===== src/rtl/instruction_fetch_pkg.sv =====
// Shared fetch-unit definitions: FSM encoding, reset PC default and
// instruction constants used across the front end.
package instruction_fetch_pkg;

    typedef enum logic [1:0] {
        IDLE  = 2'd0,
        FETCH = 2'd1,
        DRAIN = 2'd2
    } fetch_state_t;

    localparam logic [31:0] DEFAULT_RESET_PC = 32'h0000_0000;
    localparam logic [31:0] INSTR_NOP        = 32'h0000_0013;
    localparam logic [31:0] INSTR_BYTES      = 32'd4;

    function automatic logic [31:0] word_align(input logic [31:0] pc);
        return pc & ~32'd3;
    endfunction

endpackage


===== src/rtl/instruction_fetch_if.sv =====
// Fetch unit bus: instruction memory request/response, redirect strobe and
// the instruction stream handed to decode.
interface instruction_fetch_if;

    logic        imem_req_o;
    logic [31:0] imem_addr_o;
    logic        imem_ack_i;
    logic        imem_rvalid_i;
    logic [31:0] imem_rdata_i;
    logic        redirect_i;
    logic [31:0] redirect_pc_i;
    logic        instr_ready_i;
    logic        instr_valid_o;
    logic [31:0] instr_o;
    logic [31:0] instr_pc_o;

    modport master (
        output imem_req_o, imem_addr_o, instr_valid_o, instr_o, instr_pc_o,
        input  imem_ack_i, imem_rvalid_i, imem_rdata_i,
        input  redirect_i, redirect_pc_i, instr_ready_i
    );

    modport slave (
        input  imem_req_o, imem_addr_o, instr_valid_o, instr_o, instr_pc_o,
        output imem_ack_i, imem_rvalid_i, imem_rdata_i,
        output redirect_i, redirect_pc_i, instr_ready_i
    );

endinterface


===== src/rtl/instruction_fetch_fifo.sv =====
// Power-of-two circular buffer with flush and occupancy count; a push into a
// full buffer is accepted only when a pop happens in the same cycle.
module fetch_fifo #(
    parameter int unsigned WIDTH = 32,
    parameter int unsigned DEPTH = 4
) (
    input  logic                     clk,
    input  logic                     rst,
    input  logic                     flush,
    input  logic                     push,
    input  logic [WIDTH-1:0]         push_data,
    input  logic                     pop,
    output logic [WIDTH-1:0]         pop_data,
    output logic [$clog2(DEPTH):0]   count
);

    localparam int unsigned    AW      = $clog2(DEPTH);
    localparam logic [AW:0]    FULL    = (AW + 1)'(DEPTH);
    localparam logic [AW-1:0]  PTR_ONE = 1;
    localparam logic [AW:0]    CNT_ONE = 1;

    logic [WIDTH-1:0] mem [DEPTH];
    logic [AW-1:0]    wr_ptr;
    logic [AW-1:0]    rd_ptr;
    logic             do_push;
    logic             do_pop;

    always_comb begin
        do_pop  = pop && (count != '0);
        do_push = push && ((count != FULL) || do_pop);
    end

    always_ff @(posedge clk or negedge rst) begin
        if (!rst) begin
            wr_ptr <= '0;
            rd_ptr <= '0;
            count  <= '0;
        end else if (flush) begin
            wr_ptr <= '0;
            rd_ptr <= '0;
            count  <= '0;
        end else begin
            if (do_push) wr_ptr <= wr_ptr + PTR_ONE;
            if (do_pop)  rd_ptr <= rd_ptr + PTR_ONE;
            if (do_push && !do_pop)      count <= count + CNT_ONE;
            else if (do_pop && !do_push) count <= count - CNT_ONE;
        end
    end

    always_ff @(posedge clk) begin
        if (do_push) mem[wr_ptr] <= push_data;
    end

    assign pop_data = mem[rd_ptr];

endmodule


===== src/rtl/instruction_fetch.sv =====
// Instruction fetch unit: credit-limited in-order requests, PC tagging of
// responses, buffered hand-off to decode, and redirect with response drain.
module instruction_fetch
    import instruction_fetch_pkg::*;
#(
    parameter logic [31:0] RESET_PC   = DEFAULT_RESET_PC,
    parameter int unsigned FIFO_DEPTH = 4
) (
    input  logic                clk,
    input  logic                rst,
    instruction_fetch_if.master bus
);

    localparam int unsigned CW = $clog2(FIFO_DEPTH) + 1;

    fetch_state_t   state;
    logic [31:0]    fetch_pc;
    logic [1:0]     outstanding;
    logic [1:0]     outstanding_nxt;
    logic [CW-1:0]  fifo_count;
    logic           fifo_empty;
    logic           ack_fire;
    logic           push;
    logic           pop;
    logic [31:0]    tag_pc;
    logic [63:0]    head;

    // The tag queue holds one PC per accepted request, so its occupancy is
    // the outstanding-response count.
    fetch_fifo #(.WIDTH(32), .DEPTH(2)) u_tag_q (
        .clk       (clk),
        .rst       (rst),
        .flush     (1'b0),
        .push      (ack_fire),
        .push_data (fetch_pc),
        .pop       (bus.imem_rvalid_i),
        .pop_data  (tag_pc),
        .count     (outstanding)
    );

    fetch_fifo #(.WIDTH(64), .DEPTH(FIFO_DEPTH)) u_instr_q (
        .clk       (clk),
        .rst       (rst),
        .flush     (bus.redirect_i),
        .push      (push),
        .push_data ({tag_pc, bus.imem_rdata_i}),
        .pop       (pop),
        .pop_data  (head),
        .count     (fifo_count)
    );

    assign fifo_empty      = (fifo_count == '0);
    assign bus.imem_req_o  = (state == FETCH) && (outstanding < 2'd2) &&
                             ((32'(fifo_count) + 32'(outstanding)) < FIFO_DEPTH);
    assign bus.imem_addr_o = fetch_pc;
    assign ack_fire        = bus.imem_req_o && bus.imem_ack_i;
    assign push            = bus.imem_rvalid_i && (state == FETCH) && !bus.redirect_i;
    assign pop             = !fifo_empty && bus.instr_ready_i && !bus.redirect_i;
    assign outstanding_nxt = outstanding + 2'(ack_fire) - 2'(bus.imem_rvalid_i);

    assign bus.instr_valid_o = !fifo_empty;
    assign bus.instr_pc_o    = fifo_empty ? '0 : head[63:32];
    assign bus.instr_o       = fifo_empty ? '0 : head[31:0];

    always_ff @(posedge clk or negedge rst) begin
        if (!rst) begin
            state    <= IDLE;
            fetch_pc <= RESET_PC;
        end else begin
            if (bus.redirect_i)  fetch_pc <= word_align(bus.redirect_pc_i);
            else if (ack_fire)   fetch_pc <= fetch_pc + INSTR_BYTES;

            // A request acked in the redirect cycle still returns data, so it
            // counts toward the drain.
            unique case (state)
                IDLE:    state <= FETCH;
                FETCH:   if (bus.redirect_i && outstanding_nxt != 2'd0) state <= DRAIN;
                DRAIN:   if (outstanding_nxt == 2'd0) state <= FETCH;
                default: state <= IDLE;
            endcase
        end
    end

endmodule


===== src/flat_wrapper.sv =====
// flat-port wrapper written by rule: the top's interface ports become plain ports
module instruction_fetch_flat import instruction_fetch_pkg::*;
#(
    parameter logic [31:0] RESET_PC   = DEFAULT_RESET_PC,
    parameter int unsigned FIFO_DEPTH = 4
)
  (clk, rst, bus_imem_req_o, bus_imem_addr_o, bus_instr_valid_o, bus_instr_o, bus_instr_pc_o, bus_imem_ack_i, bus_imem_rvalid_i, bus_imem_rdata_i, bus_redirect_i, bus_redirect_pc_i, bus_instr_ready_i);
  instruction_fetch_if bus_i ();
  input  logic clk;
  input  logic rst;
  output wire logic [$bits(bus_i.imem_req_o)-1:0] bus_imem_req_o;
  output wire logic [$bits(bus_i.imem_addr_o)-1:0] bus_imem_addr_o;
  output wire logic [$bits(bus_i.instr_valid_o)-1:0] bus_instr_valid_o;
  output wire logic [$bits(bus_i.instr_o)-1:0] bus_instr_o;
  output wire logic [$bits(bus_i.instr_pc_o)-1:0] bus_instr_pc_o;
  input wire logic [$bits(bus_i.imem_ack_i)-1:0] bus_imem_ack_i;
  input wire logic [$bits(bus_i.imem_rvalid_i)-1:0] bus_imem_rvalid_i;
  input wire logic [$bits(bus_i.imem_rdata_i)-1:0] bus_imem_rdata_i;
  input wire logic [$bits(bus_i.redirect_i)-1:0] bus_redirect_i;
  input wire logic [$bits(bus_i.redirect_pc_i)-1:0] bus_redirect_pc_i;
  input wire logic [$bits(bus_i.instr_ready_i)-1:0] bus_instr_ready_i;
  assign bus_imem_req_o = bus_i.imem_req_o;
  assign bus_imem_addr_o = bus_i.imem_addr_o;
  assign bus_instr_valid_o = bus_i.instr_valid_o;
  assign bus_instr_o = bus_i.instr_o;
  assign bus_instr_pc_o = bus_i.instr_pc_o;
  assign bus_i.imem_ack_i = bus_imem_ack_i;
  assign bus_i.imem_rvalid_i = bus_imem_rvalid_i;
  assign bus_i.imem_rdata_i = bus_imem_rdata_i;
  assign bus_i.redirect_i = bus_redirect_i;
  assign bus_i.redirect_pc_i = bus_redirect_pc_i;
  assign bus_i.instr_ready_i = bus_instr_ready_i;
  instruction_fetch #(.RESET_PC(RESET_PC), .FIFO_DEPTH(FIFO_DEPTH)) u_core (.clk(clk), .rst(rst), .bus(bus_i));
endmodule

===== config.mk =====
export PLATFORM = sky130hd
export DESIGN_NAME = instruction_fetch_flat
export DESIGN_NICKNAME = d
export VERILOG_FILES = /design/src/rtl/instruction_fetch_pkg.sv /design/src/rtl/instruction_fetch_if.sv /design/src/rtl/instruction_fetch_fifo.sv /design/src/rtl/instruction_fetch.sv /design/src/flat_wrapper.sv
export SDC_FILE = /design/constraint.sdc
export NUM_CORES = 1
export LEC_CHECK = 0
export CORE_ASPECT_RATIO = 1.25
export CORE_MARGIN = 5
export CORE_UTILIZATION = 60
export CTS_CLUSTER_SIZE = 16
export DETAILED_ROUTE_END_ITERATION = 12
export HOLD_SLACK_MARGIN = 0.05
export PLACE_DENSITY = 0.85
export SKIP_LAST_GASP = 1
export SYNTH_ARGS = -nofsm -noshare
export SYNTH_HDL_FRONTEND = slang
export SYNTH_SLANG_ARGS = --single-unit

===== constraint.sdc =====
create_clock -name clk -period 5.3 [get_ports clk]
set_input_delay 0.53 -clock clk [delete_from_list [all_inputs] [get_ports clk]]
set_output_delay 0.53 -clock clk [all_outputs]
set_load 0.02 [all_outputs]

Yosys cells after proc, flatten, opt, wreduce, memory -nomap -nowiden
Memories as Yosys holds them, arrays and structs flattened.
Cells that the tools add are included.
{"block": "classes", "n_addsub": 12, "n_lt_le_gt_ge": 2, "n_eq_ne": 6, "muxes": 20, "n_reduce_logical": 36}
{"op": "$mux 32", "n": 4}
{"op": "$add 32x3->32 const B", "n": 1}
{"op": "$lt 32x3->1 const B", "n": 1}
{"op": "$logic_and 1x1->1", "n": 16}
{"op": "$mux 2", "n": 8}
{"op": "$reduce_bool 2->1", "n": 6}
{"op": "$mux 3", "n": 3}
{"op": "$add 2x1->2 const B", "n": 3}
{"op": "$logic_not 1->1", "n": 6}
{"op": "$pmux 2 s3", "n": 1}
{"op": "$reduce_bool 3->1", "n": 2}
{"op": "$add 3x2->4", "n": 1}
{"op": "$logic_not 2->1", "n": 2}
{"op": "$mux 1", "n": 4}
{"op": "$ne 2x2->1 const B", "n": 2}
{"op": "$add 3x1->3 const B", "n": 1}
{"op": "$logic_not 3->1", "n": 1}
{"op": "$ne 3x3->1 const B", "n": 1}
{"op": "$sub 3x1->3 const B", "n": 1}
{"op": "$add 1x1->1 const B", "n": 2}
{"op": "$add 2x1->2", "n": 1}
{"op": "$eq 2x1->1 const B", "n": 1}
{"op": "$eq 2x2->1 const B", "n": 1}
{"op": "$logic_or 1x1->1", "n": 2}
{"op": "other kinds (5)", "n": 5}
{"block": "totals", "register_bits": 45, "ramBits": 320, "inputBits": 70, "output_inout_bits": 98, "wordCells": 86, "mem_count": 2}
{"name": "u_core.u_instr_q.mem", "depth": 4, "width": 64, "read_ports": 1, "rd_clocked_by_memory_dff": 0, "write_ports": 1, "line_no": "instruction_fetch_fifo.sv:22", "source": "logic [WIDTH-1:0] mem [DEPTH];"}
{"name": "u_core.u_tag_q.mem", "depth": 2, "width": 32, "read_ports": 1, "rd_clocked_by_memory_dff": 0, "write_ports": 1, "line_no": "instruction_fetch_fifo.sv:22"}

Depth between registers and ports, before layout
Gate-level depths: netlist (run 1).
{"block": "depth", "word_depth": 12, "ltp_mapped": 13, "mapped_depth_nobuf": 12}

Modules after synthesis
From an unflattened synthesis (run 1), not the netlist that was laid out.
{"block": "unflattened", "cells_unflattened": 814, "hier_area_um2": 14750.4}
{"mod": "fetch_fifo at u_core.u_instr_q", "instances": 1, "cells_per_inst": 392, "area_per_inst_um2": 9765.6, "seq_area_each_um2": 7862.5}
{"mod": "fetch_fifo at u_core.u_tag_q", "instances": 1, "cells_per_inst": 126, "area_per_inst_um2": 2557.5, "seq_area_each_um2": 2021.9}
{"mod": "instruction_fetch", "instances": 1, "cells_per_inst": 296, "area_per_inst_um2": 2427.3, "seq_area_each_um2": 800.8}

Worst setup path before layout (run 1)
No wires, ideal clock.
{"block": "synth_timing", "path_kind": "input -> register", "startpoint": "in bus_redirect_i", "endpoint": "mem u_core.u_instr_q.mem[0][0] (enable)", "setup_time_ns": 0.426, "arrival_time_ns": 2.948, "required_time_ns": 4.874, "path_slack_ns": 1.925, "path_stages": 4, "n_path_buf": 1, "path_cell_list": "clkbuf_1 > nand4bb_1 > a31oi_1 > and2_1"}
{"block": "synth_between", "elab_chain_len": 7, "elab_cells_between_ends": 8, "classes_between": "mux: 2; reduce/logical: 6"}
{"element": "from (decl)", "line_no": "flat_wrapper.sv:19", "source": "input wire logic [$bits(bus_i.redirect_i)-1:0] bus_redirect_i;"}
{"element": "$logic_not 1->1 (*)", "line_no": "instruction_fetch.sv:57, instruction_fetch.sv:58"}
{"element": "$logic_and 1x1->1", "line_no": "instruction_fetch.sv:58", "source": "assign pop = !fifo_empty && bus.instr_ready_i && !bus.redirect_i;"}
{"element": "$logic_and 1x1->1", "line_no": "instruction_fetch_fifo.sv:29", "source": "do_pop = pop && (count != '0);"}
{"element": "$logic_or 1x1->1", "line_no": "instruction_fetch_fifo.sv:30", "source": "do_push = push && ((count != FULL) || do_pop);"}
{"element": "$logic_and 1x1->1 (*)", "line_no": "instruction_fetch_fifo.sv:30"}
{"element": "$mux 1 (*)", "line_no": "instruction_fetch_fifo.sv:51", "source": "if (do_push) mem[wr_ptr] <= push_data;"}
{"element": "$mux 1 (not written as such) (*)", "line_no": "instruction_fetch_fifo.sv:51"}
{"element": "to (decl)", "line_no": "instruction_fetch_fifo.sv:22"}
Mark *: on every way between the ends. The rest lies on a longest branch, timed or not.

Worst setup path after layout (run 1)
{"block": "layout_timing", "startpoint": "reg u_core.u_instr_q.rd_ptr[0]", "endpoint": "out bus_instr_o[0]"}
{"block": "layout_between", "elab_chain_len": 2}
{"element": "from (decl)", "line_no": "instruction_fetch_fifo.sv:24", "source": "logic [AW-1:0] rd_ptr;"}
{"element": "from (signal assigned)", "line_no": "instruction_fetch_fifo.sv:44", "source": "if (do_pop) rd_ptr <= rd_ptr + PTR_ONE;"}
{"element": "$mem_v2 4x64"}
{"element": "$mux 32", "line_no": "instruction_fetch.sv:63", "source": "assign bus.instr_o = fifo_empty ? '0 : head[31:0];"}
{"element": "to (decl)", "line_no": "flat_wrapper.sv:14", "source": "output wire logic [$bits(bus_i.instr_o)-1:0] bus_instr_o;"}
Every way passes these cells.

==> results.ini, run 1 <==
[status]
status = finished clean

[cells_and_area]
drive_gt1_share_pct = 16.2
final_common_cell = edfxtp_1
fin_nets = 1024
most-common-layout-cells = 308 x edfxtp_1, 160 x clkdlybuf4s50_1, 65 x and2_1
diodes = 0
syn2layout_area_growth_pct = 20.6

[clock_network]
clkLatencyLatePin_ns = 0.50
h-tree-depth = 2
cts.repair.resized = 0
cts_buffer_depth = 3
numCtsBuffers = 34
hold_buffers = 0
cts-root-buf = clkbuf_16
cts_sinks = 351
cts_tree = built
post_cts_buffers = 0
clk_pin_slew_ns = 0.06

[sta]
period_share_pct = 69.2
tightest_slew_ns = 1.08
slew_headroom_pct = 28.1
max_freq_mhz = 273
setup_tns_ns = 0
final.min_clock_period_ns = 3.67
rsz0062_at_grt = no
hold_violations = 0
final_max_slew_viol_count = 0
finalSetupViolCount = 0
clock_skew_ns = 0.0222

[min_path]
holdCritPathClass = input pin to async pin

[synth]
yosysUniqueCellTypes = 45
syn_inst = 777
yosysSeqAreaShare_pct = 73.4
ys.flop_type = edfxtp_1
ys_warn_count = 0
synth_seq_cells = 351
syn_area_um2 = 14100
synth-edff-count = 308
syn_area_per_cell_um2 = 18.1
async_flop_share_pct = 12.3

[floorplan]
die_w_um = 147
core-area_um2 = 23000
top_level_ports = 168
dieArea_um2 = 26600
start_util_pct = 61.0
die_h_um = 181
rows = 62

[worst_setup_path]
crit_slowest_cell = dfrtp_4
worst_ep_arrival_time_ns = 3.14
crit_chain = buf_4, mux4_2, and2_1, clkdlybuf4s50_1
crit_type = register to output pin
crit_fanout = 33
critPathMaxStageDelay_ns = 0.86
crit_path_start_kind = register
required_ns = 4.77
critPathCaptureType = output pin

[route]
wl_per_cell_um = 20.9
dr.pass1.iters = 5
highest_layer = met4
drt_iter0_drc = 530
wl_met2_um = 13800
vias_per_cell = 5.76
dr_wl_met3_um = 1120
drc = 0
vias = 7235
ant_nets = 0
routedLengthMet1_um = 10800
wl_um = 26300

[placed_design]
port_buffers = 161
hpwl_um = 15900
gp_congestion = 0.818

[global_route]
grt_pass1_wl_um = 41900
grt_max_degree = 66
track_usage_pct = 20.0
grt_pass1_vias = 7671
antenna_found_initial = 0
gr-total-overflow = 0

[power]
peakVddDrop_v = 0.000378
p_leak_nw = 5.57
powerDensity_nw_per_um2 = 509
power_mw = 8.64

[flow_run]
drv_cap = 0

routing by layer:
metal	GRT usage [%]	vias to the layer above
met4	6.04	0
met1	26.3	3633
met5	0	-
li1	-	3352
met3	3.11	43
met2	35.0	207
layout make-up:
type	instances	area, um^2
Sequential cell	351	10300
Fill cell	1352	6070
Multi-Input combinational cell	375	3530
Timing Repair Buffer	168	1660
Clock buffer	49	938
Tap cell	288	360
Clock inverter	11	88.8
Inverter	14	55.1
through the flow:
stage	setup slack (ns)	hold slack (ns)	std cells	utilization, %	instance area, um^2
2_1_floorplan	1.93	0.234	780	-	14100
3_3_place_gp	1.76	0.480	1196	69.2	15900
3_5_place_dp	1.67	0.487	1196	69.2	15900
4_1_cts	1.53	0.210	1256	73.6	17000
5_1_grt	1.38	0.274	1256	73.6	17000
6_report	1.63	0.197	1256	73.6	17000
worst paths after layout:
kind | start | to | slack [ns] | cells after the start
hold / removal | rst | u_core.bus.imem_addr_o[16]$_DFFE_PN0N_ | 0.20 | 1
max in group asynchronous | rst | u_core.u_instr_q.rd_ptr[0]$_DFFE_PN0P_ | 4.36 | 1
hold reg to reg | u_core.state[0]$_DFFE_PN0P_ | u_core.state[0]$_DFFE_PN0P_ | 0.50 | 1
setup / recovery | u_core.u_instr_q.rd_ptr[0]$_DFFE_PN0P_ | bus_instr_o[0] | 1.63 | 4
setup reg to reg | u_core.u_instr_q.count[2]$_DFFE_PN0P_ | u_core.u_instr_q.count[2]$_DFFE_PN0P_ | 2.27 | 8
min in group clk | u_core.state[0]$_DFFE_PN0P_ | u_core.state[0]$_DFFE_PN0P_ | 0.50 | 1
power by group:
group / switching, mW / internal, mW / leakage, nW / total (mW)
Sequential: 0.226 / 3.38 / 3.30 / 3.60
Combinational: 1.43 / 1.37 / 1.77 / 2.81
Clock: 0.946 / 1.29 / 0.499 / 2.23
cells in the mapped netlist (all sizes together), types with 5 or more instances:
cell,number,area (um^2)
xnor2,20,175
o21ai,24,120
dfrtp,43,1080
mux2,30,338
a31oi,11,68.8
or4,8,60.1
nand2,38,143
nand4,6,43.8
nand3,12,60.1
o31ai,8,60.1
or3,5,31.3
edfxtp,308,9250
nor2,19,71.3
mux4,62,1400
inv,14,55.1
nor4,12,75.1
clkbuf,25,93.8
buf,15,80.1
and2,69,432
xor2,10,87.6
ha,9,113
worst max-delay path: cells and delay by family (launching register included):
| family | cells | cell delay, ns |
|---|---|---|
| DFF | 1 | 0.86 |
| muxes | 1 | 0.54 |
| and+or+nand+nor | 1 | 0.19 |
| buffers and inverters | 2 | 1.03 |
kinds of logic after synthesis:
group | Yosys count | synth area share (%)
buffers and inverters | 54 | 1.63
DFF | 351 | 73.4
AOI/OAI and AO/OA | 51 | 2.24
muxes | 95 | 12.5
and+or+nand+nor | 185 | 7.32
adders and majority gates | 10 | 0.943
xor gates and xnor gates | 30 | 1.87
other | 1 | 0.0267
state kept, by name, summed over array words and instances, names as in the netlist:
name / cells
u_core.bus.imem_addr_o: 30
u_core.state: 2
u_core.u_instr_q.count: 3
u_core.u_instr_q.mem: 248
u_core.u_instr_q.rd_ptr: 2
u_core.u_instr_q.wr_ptr: 2
u_core.u_tag_q.count: 2
u_core.u_tag_q.mem: 60
u_core.u_tag_q.rd_ptr: 1
u_core.u_tag_q.wr_ptr: 1
(Power assumes the default switching activity.)
==> run 2, diff against run 1 <==
--- a/config.mk
+++ b/config.mk
@@ -7,11 +7,11 @@
 export LEC_CHECK = 0
 export CORE_ASPECT_RATIO = 1.25
 export CORE_MARGIN = 5
-export CORE_UTILIZATION = 60
+export CORE_UTILIZATION = 56
 export CTS_CLUSTER_SIZE = 16
 export DETAILED_ROUTE_END_ITERATION = 12
 export HOLD_SLACK_MARGIN = 0.05
-export PLACE_DENSITY = 0.85
+export PLACE_DENSITY = 0.8
 export SKIP_LAST_GASP = 1
 export SYNTH_ARGS = -nofsm -noshare
 export SYNTH_HDL_FRONTEND = slang
==> constraint.sdc (replaced) <==
create_clock -name clk -period 3.5 [get_ports clk]
set_input_delay 0.35 -clock clk [delete_from_list [all_inputs] [get_ports clk]]
set_output_delay 0.35 -clock clk [all_outputs]
set_load 0.02 [all_outputs]
==> run 2 against run 1 <==
  * Sequential cell count unchanged
  * Power grew 53%
  * Clock power up 54%
  * Non-clock buffer count up 11
  * Count of clock-buffer cells in the layout shrank 3
  * Register-to-register slack got worse by 1.4 ns
  * Combinational power grew 55%
  * Critical endpoint is now bus_instr_pc_o[26]
==> results.ini, run 2 (same netlist as run 1, synthesis figures left out) <==
[power]
peakVddDrop_v = 0.000425  ; +12%
seq_power_share_pct = 41.0  ; -0.7 points
p_switching_mw = 3.93  ; +51%
powerDensity_nw_per_um2 = 768  ; +51%
power_mw = 13.2  ; +53%
p_leak_nw = 5.66  ; +1.6%
switching_share_pct = 29.7  ; -0.38 points
combinationalPowerShare_pct = 33.0  ; +0.5 points
intPower_mw = 9.28  ; +54%
p_clk_share_pct = 26.0  ; +0.2 points

[route]
ant_nets = 0  ; unchanged
wl_per_cell_um = 20.5  ; -2.1%
wl_um = 26800  ; +1.8%
drc = 0  ; unchanged
drt_iter0_drc = 359  ; -32%
vias_per_cell = 5.63  ; -2.3%
vias = 7347  ; +1.5%
dr.pass1.iters = 4  ; -1

[floorplan]
top_level_ports = 168  ; unchanged
core-area_um2 = 24600  ; +6.7%
dieArea_um2 = 28400  ; +6.7%
die_w_um = 152  ; +3.3%
die_h_um = 187  ; +3.3%
rows = 64  ; +3.2%
start_util_pct = 57.2  ; -3.8 points

[worst_setup_path]
path_delay_family = buffers and inverters
crit_chain = buf_12, mux4_2, and2_1, clkdlybuf4s50_1
critPathCaptureType = output pin
critPathMaxStageDelay_ns = 0.72  ; -0.14 ns
crit_type = register to output pin
crit_fanout = 24  ; -27%
cp.buffers_inverters = 2  ; unchanged
required_ns = 3.15  ; -1.62 ns
path_depth = 4  ; unchanged
crit_path_start_kind = register
crit_slowest_cell = dfrtp_4
worst_ep_arrival_time_ns = 2.79  ; -0.35 ns
rr_worst_depth = 12  ; +4

[global_route]
gr-total-overflow = 0  ; unchanged
track_usage_pct = 19.3  ; -0.77 points
grt_pass1_wl_um = 42800  ; +2.3%
grt_max_degree = 63  ; -4.5%
grt_pass1_vias = 7875  ; +2.7%
antenna_found_initial = 1  ; +1

[cells_and_area]
final_util_pct = 70.0  ; -3.6 points
most-common-layout-cells = 308 x edfxtp_1, 160 x clkdlybuf4s50_1, 65 x and2_1
final_common_cell = edfxtp_1
syn2layout_area_growth_pct = 22.4
postLayoutCellArea_um2 = 17200  ; +1.5%
drive_gt1_share_pct = 16.9  ; +0.70 points
final_cells = 1306  ; +4.0%
largest_reg_flops = 248  ; unchanged
fin_nets = 1035  ; +1.1%
largest-register = u_core.u_instr_q.mem

[sta]
hold_violations = 0  ; unchanged
holdWs_ns = 0.404  ; +0.207 ns
period_share_pct = 89.7
final_max_slew_viol_count = 0  ; unchanged
tightest_slew_ns = 0.674  ; -0.404 ns
max_freq_mhz = 318
setup_tns_ns = 0  ; unchanged
final.min_clock_period_ns = 3.14
rsz0062_at_grt = no
finalSetupViolCount = 0  ; unchanged
setup_ws_ns = 0.359  ; -1.27 ns
slew_headroom_pct = 55.0  ; +27 points
clock_skew_ns = 0.00944  ; -0.0128 ns

[clock_network]
numCtsBuffers = 34  ; unchanged
cts_sinks = 351  ; unchanged
cts.repair.resized = 0  ; unchanged
h-tree-depth = 2  ; unchanged
clkLatencyLatePin_ns = 0.50  ; about the same
post_cts_buffers = 0  ; unchanged
clk_pin_slew_ns = 0.06  ; about the same
hold_buffers = 1  ; +1
cts-root-buf = clkbuf_16
cts_tree = built
cts_buffer_depth = 3  ; unchanged

[flow_run]
drv_cap = 0  ; unchanged

[status]
status = finished clean

[placed_design]
hpwl_um = 16800  ; +5.6%
placedCellCount = 1248  ; +4.3%
dpl_cell_area_um2 = 16200  ; +1.4%
port_buffers = 161  ; unchanged
gp_congestion = 0.775  ; -5.3%
pre_cts_ws_ns = 0.769  ; -0.904 ns

[min_path]
worstHoldPathCells = 3
holdCritPathClass = input pin to register

-- run 2: changes by cell type in the layout (fill, tap and decap cells not counted), sizes merged --
cell | before | now
clkbuf | 49 | 46
dlygate4sd3 | 0 | 1
diode | 0 | 1
buf | 8 | 18
clkinv | 7 | 9
inv | 16 | 14
clkinvlp | 1 | 0
-- run 2: power by group through the flow --
stage | Combinational [mW] | Sequential, mW | Clock (mW)
after floorplan | 2.69 | 5.38 | 0
after global placement | 4.33 | 5.47 | 0
after detailed placement | 4.43 | 5.51 | 0
after CTS | 4.45 | 5.42 | 3.50
after global routing | 4.71 | 5.47 | 3.68
final | 4.36 | 5.41 | 3.44
-- run 2: final timing paths --
kind                                                   startpoint                                     end  slack (ns)
min                                          bus_redirect_pc_i[2]   u_core.bus.imem_addr_o[2]$_DFFE_PN0N_        0.40
min in group asynchronous                                     rst  u_core.bus.imem_addr_o[17]$_DFFE_PN0N_        0.41
min reg2reg                           u_core.state[0]$_DFFE_PN0P_             u_core.state[0]$_DFFE_PN0P_        0.51
max                        u_core.u_instr_q.rd_ptr[0]$_DFFE_PN0P_                      bus_instr_pc_o[26]        0.36
max reg2reg                   u_core.u_tag_q.count[1]$_DFFE_PN0P_             u_core.state[0]$_DFFE_PN0P_        0.87
max in group asynchronous                                     rst  u_core.bus.imem_addr_o[30]$_DFFE_PN0N_        2.38
-- run 2: layout make-up --
cell class / instances / area, um^2
repair buffers: 179 / 1830
multi-input cells: 375 / 3530
well taps: 330 / 413
diodes: 1 / 2.50
clock buffers: 46 / 980
flip-flops and latches: 351 / 10300
clock inverters: 10 / 66.3
inverters: 14 / 55.1
fillers: 1601 / 7370
-- run 2: worst reg2reg max path: stages (launching register included) --
cell,delay (ns)
dfrtp_1,0.46
ha_1,0.31
nand3_1,0.16
and4_1,0.30
inv_4,0.11
ha_1,0.24
inv_1,0.06
ha_1,0.15
xor2_1,0.20
xnor2_1,0.15
nand2b_1,0.11
a21o_1,0.18
a22oi_1,0.13
-- run 2: routing by layer --
metal	vias to the layer above	GRT usage, %	share of wire [%]
met5	-	0	0
li1	3382	-	-
met3	46	3.15	5.4
met1	3710	25.0	39
met2	209	33.4	53
met4	0	5.98	2.3
